**config.mk**
```make
export PLATFORM = sky130hd
export DESIGN_NAME = aes_128_arbiter_flat
export DESIGN_NICKNAME = d
export VERILOG_FILES = /design/src/rtl/aes_128_pkg.sv /design/src/rtl/aes_128_arbiter_if.sv /design/src/rtl/aes_128_arbiter_rr_arbiter.sv /design/src/rtl/aes_128_arbiter.sv /design/src/flat_wrapper.sv
export SDC_FILE = /design/constraint.sdc
export NUM_CORES = 1
export LEC_CHECK = 0
export BUFFER_PORTS_ARGS = -buffer_cell sky130_fd_sc_hd__buf_2
export CAP_MARGIN = 15
export CORE_AREA = 2 2 611 613
export DETAILED_ROUTE_END_ITERATION = 12
export DIE_AREA = 0 0 613 615
export PLACE_DENSITY = 0.3
export SYNTH_ARGS = -nofsm -noshare
export SYNTH_HDL_FRONTEND = slang
export SYNTH_SLANG_ARGS = --single-unit
```
**constraint.sdc**
```tcl
create_clock -name clk -period 8.9 [get_ports clk]
set_input_delay 1.78 -clock clk [delete_from_list [all_inputs] [get_ports clk]]
set_output_delay 1.78 -clock clk [all_outputs]
set_load 0.1 [all_outputs]
```
**src/rtl/aes_128_pkg.sv**
```systemverilog
// aes_128_pkg: types and widths shared by the aes_128 core, its arbiter and their benches
package aes_128_pkg;
  localparam int AES_BLOCK_W = 128;
  typedef enum logic [1:0] {IDLE, BUSY, HOLD} aes_arb_state_t;
endpackage

```
**src/rtl/aes_128_arbiter_if.sv**
```systemverilog
// aes_128_arbiter_if: requester/response side of the shared aes_128 arbiter
interface aes_128_arbiter_if #(parameter int NUM_REQ = 4);
  import aes_128_pkg::*;
  localparam int ID_W = $clog2(NUM_REQ);
  logic [NUM_REQ-1:0] req_valid;
  logic [NUM_REQ-1:0] req_ready;
  logic [NUM_REQ*AES_BLOCK_W-1:0] req_in_bus;
  logic [NUM_REQ*AES_BLOCK_W-1:0] req_key;
  logic resp_valid;
  logic resp_ready;
  logic [ID_W-1:0] resp_id;
  logic [AES_BLOCK_W-1:0] resp_data;
  modport master(
    output req_valid, req_in_bus, req_key, resp_ready,
    input req_ready, resp_valid, resp_id, resp_data
  );
  modport slave(
    input req_valid, req_in_bus, req_key, resp_ready,
    output req_ready, resp_valid, resp_id, resp_data
  );
endinterface

```
**src/rtl/aes_128_arbiter_rr_arbiter.sv**
```systemverilog
// rr_arbiter: combinational round-robin pick of the first request at or after ptr, wrapping
module rr_arbiter #(
  parameter int N = 4,
  localparam int W = $clog2(N)
) (
  input  logic [N-1:0] req,
  input  logic [W-1:0] ptr,
  input  logic         en,
  output logic [N-1:0] gnt,
  output logic [W-1:0] gnt_id
);
  logic [W-1:0] idx;
  // scanning from the far end lets the closest request to ptr overwrite the rest
  always_comb begin
    gnt = '0;
    gnt_id = '0;
    idx = '0;
    for (int k = N - 1; k >= 0; k--) begin
      idx = W'((int'(ptr) + k) % N);
      if (en && req[idx]) begin
        gnt = '0;
        gnt[idx] = 1'b1;
        gnt_id = idx;
      end
    end
  end
endmodule

```
**src/rtl/aes_128_arbiter.sv**
```systemverilog
// aes_128_arbiter: shares one multicycle aes_128 core among NUM_REQ requesters,
// one block in flight, ciphertext returned through a back-pressured response register
module aes_128_arbiter
  import aes_128_pkg::*;
#(
  parameter int NUM_REQ = 4,
  parameter int TIMEOUT_CYCLES = 64
) (
  input  logic                   clk,
  input  logic                   rst_n,
  aes_128_arbiter_if.slave       bus,
  output logic [AES_BLOCK_W-1:0] core_in_bus,
  output logic [AES_BLOCK_W-1:0] core_key,
  input  logic                   core_ready,
  input  logic                   core_valid,
  input  logic [AES_BLOCK_W-1:0] core_out_bus,
  output logic                   err_timeout
);
  localparam int ID_W = $clog2(NUM_REQ);
  localparam int CNT_W = $clog2(TIMEOUT_CYCLES + 1);
  localparam logic [CNT_W-1:0] CNT_LAST = CNT_W'(TIMEOUT_CYCLES - 1);
  localparam logic [ID_W-1:0] ID_LAST = ID_W'(NUM_REQ - 1);
  aes_arb_state_t state;
  logic [ID_W-1:0] ptr;
  logic [ID_W-1:0] owner;
  logic [ID_W-1:0] gnt_id;
  logic [NUM_REQ-1:0] gnt;
  logic [CNT_W-1:0] cnt;
  logic grant;
  // rst_n gates the grant so no combinational accept leaks out while in reset
  rr_arbiter #(.N(NUM_REQ)) u_rr (
    .req(bus.req_valid),
    .ptr(ptr),
    .en(rst_n && state == IDLE && core_ready),
    .gnt(gnt),
    .gnt_id(gnt_id)
  );
  assign grant = |gnt;
  assign bus.req_ready = gnt;
  assign core_in_bus = grant ? bus.req_in_bus[gnt_id*AES_BLOCK_W +: AES_BLOCK_W] : '0;
  assign core_key = grant ? bus.req_key[gnt_id*AES_BLOCK_W +: AES_BLOCK_W] : '0;
  always_ff @(posedge clk or negedge rst_n) begin
    if (!rst_n) begin
      state <= IDLE;
      ptr <= '0;
      owner <= '0;
      cnt <= '0;
      bus.resp_valid <= 1'b0;
      bus.resp_id <= '0;
      bus.resp_data <= '0;
      err_timeout <= 1'b0;
    end else begin
      err_timeout <= 1'b0;
      case (state)
        IDLE: if (grant) begin
          owner <= gnt_id;
          ptr <= (gnt_id == ID_LAST) ? '0 : gnt_id + 1'b1;
          cnt <= '0;
          state <= BUSY;
        end
        BUSY: begin
          cnt <= cnt + 1'b1;
          if (core_valid) begin
            bus.resp_data <= core_out_bus;
            bus.resp_id <= owner;
            bus.resp_valid <= 1'b1;
            state <= HOLD;
          end else if (cnt == CNT_LAST) begin
            err_timeout <= 1'b1;
            state <= IDLE;
          end
        end
        HOLD: if (bus.resp_ready) begin
          bus.resp_valid <= 1'b0;
          state <= IDLE;
        end
        default: state <= IDLE;
      endcase
    end
  end
endmodule
```
**src/flat_wrapper.sv**
```systemverilog
// flat-port wrapper written by rule: the top's interface ports become plain ports
module aes_128_arbiter_flat import aes_128_pkg::*;
#(
  parameter int NUM_REQ = 4,
  parameter int TIMEOUT_CYCLES = 64
)
  (clk, rst_n, core_in_bus, core_key, core_ready, core_valid, core_out_bus, err_timeout, bus_req_valid, bus_req_in_bus, bus_req_key, bus_resp_ready, bus_req_ready, bus_resp_valid, bus_resp_id, bus_resp_data);
  aes_128_arbiter_if #(.NUM_REQ(NUM_REQ)) bus_i ();
  input  logic clk;
  input  logic rst_n;
  output logic [AES_BLOCK_W-1:0] core_in_bus;
  output logic [AES_BLOCK_W-1:0] core_key;
  input  logic core_ready;
  input  logic core_valid;
  input  logic [AES_BLOCK_W-1:0] core_out_bus;
  output logic err_timeout;
  input wire logic [$bits(bus_i.req_valid)-1:0] bus_req_valid;
  input wire logic [$bits(bus_i.req_in_bus)-1:0] bus_req_in_bus;
  input wire logic [$bits(bus_i.req_key)-1:0] bus_req_key;
  input wire logic [$bits(bus_i.resp_ready)-1:0] bus_resp_ready;
  output wire logic [$bits(bus_i.req_ready)-1:0] bus_req_ready;
  output wire logic [$bits(bus_i.resp_valid)-1:0] bus_resp_valid;
  output wire logic [$bits(bus_i.resp_id)-1:0] bus_resp_id;
  output wire logic [$bits(bus_i.resp_data)-1:0] bus_resp_data;
  assign bus_i.req_valid = bus_req_valid;
  assign bus_i.req_in_bus = bus_req_in_bus;
  assign bus_i.req_key = bus_req_key;
  assign bus_i.resp_ready = bus_resp_ready;
  assign bus_req_ready = bus_i.req_ready;
  assign bus_resp_valid = bus_i.resp_valid;
  assign bus_resp_id = bus_i.resp_id;
  assign bus_resp_data = bus_i.resp_data;
  aes_128_arbiter #(.NUM_REQ(NUM_REQ), .TIMEOUT_CYCLES(TIMEOUT_CYCLES)) u_core (.clk(clk), .rst_n(rst_n), .bus(bus_i), .core_in_bus(core_in_bus), .core_key(core_key), .core_ready(core_ready), .core_valid(core_valid), .core_out_bus(core_out_bus), .err_timeout(err_timeout));
endmodule
```
==> results.tsv, run 1 <==
metric	value	unit
async_flop_share	100	%
vias	21300	
status	finished, final reports clean	
area_growth	105	%
cp-startpoint	u_core.ptr[0]	
start_kind	flop	
num_io_pins	1553	
p_leak	0.0112	µW
grt_usage	15.6	%
cts_sinks	145	
yosysUniqueCellTypes	42	
portBuffers	1552	
grt_start_max_net_pins	83	
ys_warn_count	0	
final_nets	3956	
finalHoldViolCount	0	
crit_path_max_fanout	65	
hold_path_class	reg -> reg	
worstHoldPathCells	2	
wl_per_cell	39.3	µm
preCtsSetupSlack	1.20	ns
rsz0062_at_grt	no	
synth_edf_count	0	
syn_avg_cell_area	10.6	µm²
numCtsBuffers	17	
die-height	615	µm
grt_pass1_wl	356000	µm
crit_path_end_kind	output port	
synth_cells	1320	
worst_slew_pin_slew	1.03	ns
ir_drop	0.000466	V
viasPerCell	2.72	
finalCritPeriodShare	86.6	%
yosysSeqAreaShare	26.0	%
drive_gt1_share	71.7	%
ys_top_cells_by_count	mux2i_1, o22ai_1, a211oi_2	
postRouteAntennaNets	0	
max_cap_viol_count	0	
maxSlewHeadroom	29.4	%
synth.most_common_cell	mux2i_1	
grt_pass1_vias	20800	
maxSlewViolCount	0	
setup_viol	0	
rr_worst_depth	10	
worst_slack	1.19	ns
synth_top_area_share	26.0	%
finalSetupTns	0	ns
dp_hpwl	283000	µm
antenna_found_initial	358	
h-tree-depth	4	
ff2ff_setup_slack	4.96	ns
overflow	0	
holdPathEnd	u_core.owner[1]	
insertion_delay	0.44	ns
synth_area_leaders	dfrtp_1, mux2i_1, a211oi_2, o22ai_1, mux2_2	
syn_nets	2490	
die-area	377000	µm²
clock.fmax	0.130	GHz
root_buffer	clkbuf_16	
cp.arrival	5.93	ns
drc	0	
cts.clk_slew.worst_paths	0.07	ns
rows	224	
post_cts.repair.setup_buffers	0	
start_util	3.77	%
hp-start	u_core.owner[1]	
yosys_register_bits	145	
firstDrtPassIters	6	
critPathKind	reg -> out	
fin_skew	0.0121	ns
cts_tree	done	
netlist_area	14000	µm²
r2r-start	u_core.ptr[0]	
synthFlopType	dfrtp_1	
clock_path_buffers	2	
die_w	613	µm
hold_ws	0.490	ns
design.core.area	371000	µm²
required	7.12	ns
finalWirelength	307000	µm
drt-initial-drc-count	1720	
synth_top_area_cell	dfrtp_1	
holdBufCountCts	0	
reg2reg_to	u_core.cnt[0]	
p_per_area	461	nW/µm²
period_minus_slack	7.71	ns
gp_congestion	1.02	
ctsResizeCount	0	
==> placed cells by master, fill, tap and decap left out, types with 3 or more instances in the layout <==
cell	Yosys	routed
buf_4	9	32
clkbuf_16	0	17
nand2_1	14	13
inv_1	5	5
o2bb2ai_1	4	4
clkinv_4	0	3
o22ai_1	255	244
buf_8	0	8
o22ai_2	0	11
a211oi_1	48	48
buf_2	82	1550
inv_6	0	3
dfrtp_1	145	145
buf_12	0	18
mux2i_1	263	263
a41oi_1	5	5
a21oi_1	5	5
diode_2	0	45
ha_1	9	9
nor3_1	5	4
nor2_1	8	8
mux2_2	135	135
bufinv_16	0	4
nor3b_1	5	5
o21ai_0	15	15
a211oi_2	208	208
==> cell families (layout without fill, tap and decap cells) <==
logic type / Yosys count / after routing / synth area share, %
AOI/OAI and AO/OA: 553 / 553 / 34.7
xor gates and xnor gates: 1 / 1 / 0.0627
adders and majority gates: 9 / 9 / 0.807
buffers and inverters: 167 / 1646 / 6.70
DFF: 145 / 145 / 26.0
muxes: 400 / 400 / 30.0
other: 0 / 45 / 0
and+or+nand+nor: 45 / 45 / 1.74
==> sequential cells by signal, summed over array words and instances (netlist names) <==
| signal | cells |
|---|---|
| u_core.state | 2 |
| u_core.owner | 2 |
| u_core.bus.resp_data | 128 |
| u_core.ptr | 2 |
| u_core.bus.resp_id | 2 |
| u_core.err_timeout | 1 |
| u_core.cnt | 7 |
| u_core.bus.resp_valid | 1 |
==> critical path, cell delays in order (launching register included) <==
cell and delay [ns]:
dfrtp_1 0.67, inv_1 0.29, ha_1 0.60, mux2_2 0.41, nor3_1 0.32, o21ai_0 0.19, a41oi_1 0.46, nor4_4 0.08
buf_12 0.21, buf_12 0.20, buf_12 0.25, a211oi_2 0.90, buf_2 0.60
==> per-stage QoR <==
stage | cell area, µm² | total power, µW | instances | util (%)
6_report | 28600 | 13200 | 7816 | 7.72
5_1_grt | 28500 | 13600 | 7786 | 7.70
4_1_cts | 28500 | 13400 | 7771 | 7.69
3_5_place_dp | 27900 | 12500 | 7739 | 7.51
3_3_place_gp | 27700 | 12500 | 7729 | 7.46
2_1_floorplan | 14000 | 8950 | 1320 | -
==> report_power, final <==
part           total [µW]  leakage (µW)  switching [µW]  internal, µW
clock network         816      0.000310             334           483
logic               11200       0.00915            9430          1720
registers            1230       0.00174             244           988
==> worst max path at each step <==
| stage | slack (ns) | endpoint |
|---|---|---|
| 3_5_place_dp | 1.20 | core_key[28] |
| 3_3_place_gp | 1.13 | core_key[28] |
| 6_report | 1.19 | core_in_bus[5] |
| 5_1_grt | 1.00 | core_in_bus[76] |
| 4_1_cts | 1.19 | core_key[28] |
| 2_1_floorplan | 0.02 | core_in_bus[62] |
==> layout make-up <==
type	count	area, µm²
Multi-Input combinational cell	1008	9500
Clock buffer	18	439
Timing Repair Buffer	1609	8490
Inverter	5	18.8
Sequential cell	145	3630
Clock inverter	14	204
Tap cell	4972	6220
Fill cell	43700	342000
Antenna cell	45	113
==> per-layer routing <==
metal  GRT usage, %  wire length (µm)  part of all wire (%)
met1           17.0            113000                    37
met3           7.00             34100                    11
met5              0               700                  0.23
met4           2.97              8670                   2.8
met2           27.9            151000                    49
(Power assumes the default switching activity.)
==> run 2: changes to the inputs <==
--- a/config.mk
+++ b/config.mk
@@ -7,9 +7,9 @@
 export LEC_CHECK = 0
 export BUFFER_PORTS_ARGS = -buffer_cell sky130_fd_sc_hd__buf_2
 export CAP_MARGIN = 15
-export CORE_AREA = 2 2 611 613
+export CORE_AREA = 3 3 612 614
 export DETAILED_ROUTE_END_ITERATION = 12
-export DIE_AREA = 0 0 613 615
+export DIE_AREA = 0 0 615 617
 export PLACE_DENSITY = 0.3
 export SYNTH_ARGS = -nofsm -noshare
 export SYNTH_HDL_FRONTEND = slang
==> run 2 against run 1 <==
- clock power fell by 4.9%
- utilization rose by 0.18 points
- non-clock buffer count rose by 6
- largest power group unchanged
- largest cell class unchanged
==> results.tsv, run 2 (synthesis gave the netlist of run 1 again) <==
metric	value	unit
status	finished, final reports clean	
ff2ff_setup_slack	4.68	ns
post_cts.repair.setup_buffers	0	
gp_congestion	0.974	
holdBufCountCts	0	
area_growth	109	%
p_per_area	458	nW/µm²
cp_slowest_cell	a211oi_1	
insertion_delay	0.44	ns
start_util	3.78	%
internal_power	3370	µW
ir_drop	0.000361	V
final_cell_count_no_fill	7841	
cp.arrival	5.94	ns
reg_top3	u_core.bus.resp_data: 128 flops, u_core.cnt: 7 flops	
root_buffer	clkbuf_16	
viasPerCell	2.69	
netSwitchingPower	9980	µW
final_cell_area	29200	µm²
crit_top_cell	buf_12	
start_kind	flop	
largest_register_ffs	128	
reg2reg_to	u_core.cnt[0]	
preCtsSetupSlack	1.05	ns
crit_path_end_kind	output port	
ctsResizeCount	0	
maxSlewHeadroom	1.14	%
antenna_found_initial	368	
final_nets	3962	
h-tree-depth	4	
crit_buf_inv	4	
required	7.12	ns
crit_family	compound AO/OA/AOI/OAI gates	
firstDrtPassIters	5	
power_frac_comb	84.6	%
place_area	28300	µm²
cp-startpoint	u_core.ptr[0]	
drive_gt1_share	71.3	%
finalSetupTns	0	ns
swShare	74.8	%
holdPathEnd	u_core.owner[1]	
worst_slew_pin_slew	1.48	ns
p_leak	0.0113	µW
crit_path_max_fanout	80	
vias	21100	
worstHoldPathCells	2	
rows	223	
grt_pass1_wl	365000	µm
num_io_pins	1553	
finalHoldViolCount	0	
die_w	615	µm
dp_hpwl	293000	µm
drc	0	
die-height	617	µm
overflow	0	
setup_viol	0	
largest_register	u_core.bus.resp_data	
critPathKind	reg -> out	
design.core.area	369000	µm²
portBuffers	1552	
cts_sinks	145	
drt-initial-drc-count	1541	
max_cap_viol_count	0	
hold_path_class	reg -> reg	
grt_usage	15.9	%
final_cell_mix	buf_2, mux2i_1, o22ai_1, a211oi_2, dfrtp_1	
seqPwrFrac	9.6	%
numCtsBuffers	17	
p_clk_share	5.8	%
die-area	379000	µm²
grt_start_max_net_pins	135	
cts_tree	done	
postRouteAntennaNets	0	
path_cells	inv_1, ha_1, mux2_2, nor3_1, o21ai_0, a41oi_1, nor4_4, buf_12, buf_12, a211oi_1, buf_2	
finalWirelength	315000	µm
finalCritPeriodShare	86.7	%
hp-start	u_core.owner[1]	
clock_path_buffers	2	
r2r-start	u_core.ptr[0]	
slowest_delay	0.84	ns
fin_util	7.90	%
rr_worst_depth	10	
cts.clk_slew.worst_paths	0.07	ns
worst_slack	1.18	ns
period_minus_slack	7.72	ns
dp_cells	7723	
wl_per_cell	40.2	µm
fin_skew	0.00934	ns
grt_pass1_vias	20800	
final_common_cell	buf_2	
rsz0062_at_grt	no	
maxSlewViolCount	0	
clock.fmax	0.130	GHz
## run 2: cell types whose count changed in the layout (fill, tap and decap cells not counted), moves of 11 or more
cell	change
buf_2	-63
buf_4	+42
diode_2	+41
buf_12	+33
o22ai_1	+11
o22ai_2	-11
## run 2: stage by stage
step | hold WS (ns) | power [µW]
final | 0.492 | 13300
after global routing | 0.527 | 13800
after CTS | 0.497 | 13600
after detailed placement | 0.475 | 12700
after global placement | 0.478 | 12800
after floorplan | 0.446 | 8950
## run 2: worst max-delay path by stage
stage                            to  slack, ns  cells past startpoint
floorplan           core_in_bus[62]       0.02                      9
global placement      core_key[110]       0.99                     11
detailed placement     core_key[56]       1.05                     11
CTS                    core_key[56]       1.04                     11
global route          core_key[110]       1.12                     11
finish                core_key[110]       1.18                     11
## run 2: tightest hold or removal path, delay by kind of cell, from the launching register on
kind	cells	cell delay [ns]
compound gates	1	0.07
flops	1	0.34
simple gates	1	0.04
## run 2: cell type report
class | instances | area (µm²)
Inverter | 5 | 18.8
Multi-Input combinational cell | 1008 | 9430
Timing Repair Buffer | 1615 | 9050
Sequential cell | 145 | 3630
Antenna cell | 86 | 215
Clock buffer | 20 | 457
Fill cell | 43500 | 340000
Tap cell | 4950 | 6190
Clock inverter | 12 | 158
## run 2: power by group through the flow
| stage | registers (µW) | clock network, µW | logic (µW) |
|---|---|---|---|
| after floorplan | 3380 | 0 | 5570 |
| after global placement | 1280 | 0 | 11500 |
| after detailed placement | 1280 | 0 | 11500 |
| after CTS | 1280 | 801 | 11500 |
| after global routing | 1320 | 824 | 11600 |
| final | 1280 | 776 | 11300 |
## run 2: metal layers
metal  up-vias  GRT usage [%]  part of all wire, %
met5         -              0                 0.23
met1     10300           16.8                   35
li1       8440              -                    -
met2      1623           29.7                   52
met3       635           6.54                   10
met4       110           2.36                  2.4
==> run 3: changes to the inputs <==
--- a/config.mk
+++ b/config.mk
@@ -11,6 +11,7 @@
 export DETAILED_ROUTE_END_ITERATION = 12
 export DIE_AREA = 0 0 615 617
 export PLACE_DENSITY = 0.3
+export RECOVER_POWER = 25
 export SYNTH_ARGS = -nofsm -noshare
 export SYNTH_HDL_FRONTEND = slang
 export SYNTH_SLANG_ARGS = --single-unit
==> run 3 against run 2 <==
- largest power group unchanged
- wire length about the same
- non-clock buffer count unchanged
- sequential share of layout area about the same
- combinational power is essentially flat
- register-to-register slack worse by 0.59 ns
- clock power about the same
- clock-buffer cell count did not move
- global-route usage unchanged
- the run now ends with capacitance limit, slew limit left
- utilization barely moved
==> results.tsv, run 3 (synthesis gave the netlist of run 1 again) <==
metric	value	unit
drc	0	
cts.clk_slew.worst_paths	0.07	ns
netSwitchingPower	9970	µW
area_growth	109	%
hold_path_class	reg -> reg	
worst_slew_pin_slew	4.17	ns
final_cell_area	29100	µm²
clock_path_buffers	2	
grt_start_max_net_pins	135	
grt_pass1_vias	20800	
required	7.12	ns
start_util	3.78	%
fin_skew	0.00937	ns
clock.fmax	0.130	GHz
rsz0062_at_grt	no	
vias	21100	
h-tree-depth	4	
ir_drop	0.000362	V
rows	223	
setup_viol	0	
die-area	379000	µm²
die_w	615	µm
finalSetupTns	0	ns
die-height	617	µm
finalWirelength	315000	µm
post_cts.repair.setup_buffers	0	
final_cell_count_no_fill	7840	
drt-initial-drc-count	1544	
grt_pass1_wl	365000	µm
internal_power	3380	µW
fin_util	7.89	%
maxSlewViolCount	146	
final_common_cell	buf_2	
final_nets	3962	
status	complete, but fails checks	
holdBufCountCts	0	
crit_path_end_kind	output port	
reg_top3	u_core.bus.resp_data: 128 flops, u_core.cnt: 7 flops	
crit_path_max_fanout	80	
largest_register_ffs	128	
num_io_pins	1553	
largest_register	u_core.bus.resp_data	
insertion_delay	0.44	ns
viasPerCell	2.69	
p_leak	0.0112	µW
firstDrtPassIters	5	
place_area	28300	µm²
critPathKind	reg -> out	
seqPwrFrac	9.6	%
postRouteAntennaNets	0	
power_frac_comb	84.6	%
design.core.area	369000	µm²
max_cap_viol_count	2	
start_kind	flop	
dp_hpwl	293000	µm
violations	capacitance limit, slew limit	
grt_usage	15.9	%
p_clk_share	5.8	%
cts_tree	done	
numCtsBuffers	17	
maxSlewHeadroom	-178	%
portBuffers	1552	
antenna_found_initial	368	
cp.arrival	5.93	ns
cts_sinks	145	
p_per_area	458	nW/µm²
finalHoldViolCount	0	
drive_gt1_share	71.1	%
final_cell_mix	buf_2, mux2i_1, o22ai_1, a211oi_2, dfrtp_1	
finalCritPeriodShare	86.7	%
overflow	0	
root_buffer	clkbuf_16	
gp_congestion	0.974	
period_minus_slack	7.71	ns
wl_per_cell	40.2	µm
ctsResizeCount	0	
dp_cells	7723	
swShare	74.7	%
==> run 3: cell types whose count changed in the layout (fill, tap and decap cells not counted), sizes merged <==
cell / before / now
buf: 1615 / 1612
clkbuf: 20 / 23
diode: 86 / 85
==> run 3: per-stage QoR <==
step,setup WS [ns],hold WS (ns),total power [µW]
final,1.19,0.492,13400
after global routing,1.12,0.527,13800
after CTS,1.04,0.497,13600
after detailed placement,1.05,0.475,12700
after global placement,0.995,0.478,12800
after floorplan,0.0170,0.446,8950
==> run 3: power by group through the flow <==
stage	combinational [µW]	clock (µW)	sequential, µW
floorplan	5570	0	3380
global placement	11500	0	1280
detailed placement	11500	0	1280
CTS	11500	801	1280
global route	11700	824	1320
finish	11300	776	1280
==> run 3: critical path: stages, from the launching register on <==
cell and delay, ns:
dfrtp_1 0.67, inv_1 0.31, ha_1 0.59, mux2_2 0.41
nor3_1 0.48, o21ai_0 0.15, a41oi_1 0.51, nor4_4 0.10
buf_12 0.24, buf_12 0.31, a211oi_1 0.84, buf_2 0.58
==> run 3: area by class of cell <==
class | instances | area [µm²]
fill | 43500 | 340000
multi-input combinational | 1008 | 9420
timing repair buffer | 1615 | 9050
tap | 4950 | 6190
sequential | 145 | 3630
clock buffer | 20 | 457
antenna | 85 | 213
clock inverter | 12 | 158
inverter | 5 | 18.8
==> run 3: worst paths after layout <==
check	slack [ns]	cells past startpoint	to	start
max reg2reg	4.09	5	u_core.bus.resp_data[121]	u_core.state[0]
max	1.19	11	core_key[110]	u_core.ptr[0]
min in group asynchronous	1.20	1	u_core.bus.resp_data[116]	rst_n
max in group asynchronous	3.32	3	u_core.bus.resp_id[1]	rst_n
min reg2reg	0.49	2	u_core.owner[1]	u_core.owner[1]
min	0.49	2	u_core.owner[1]	u_core.owner[1]
==> run 3: layer usage <==
metal	track usage, %	wire length [µm]
met5	0	725
met4	2.36	7640
met3	6.54	31700
met2	29.7	163000
met1	16.8	112000
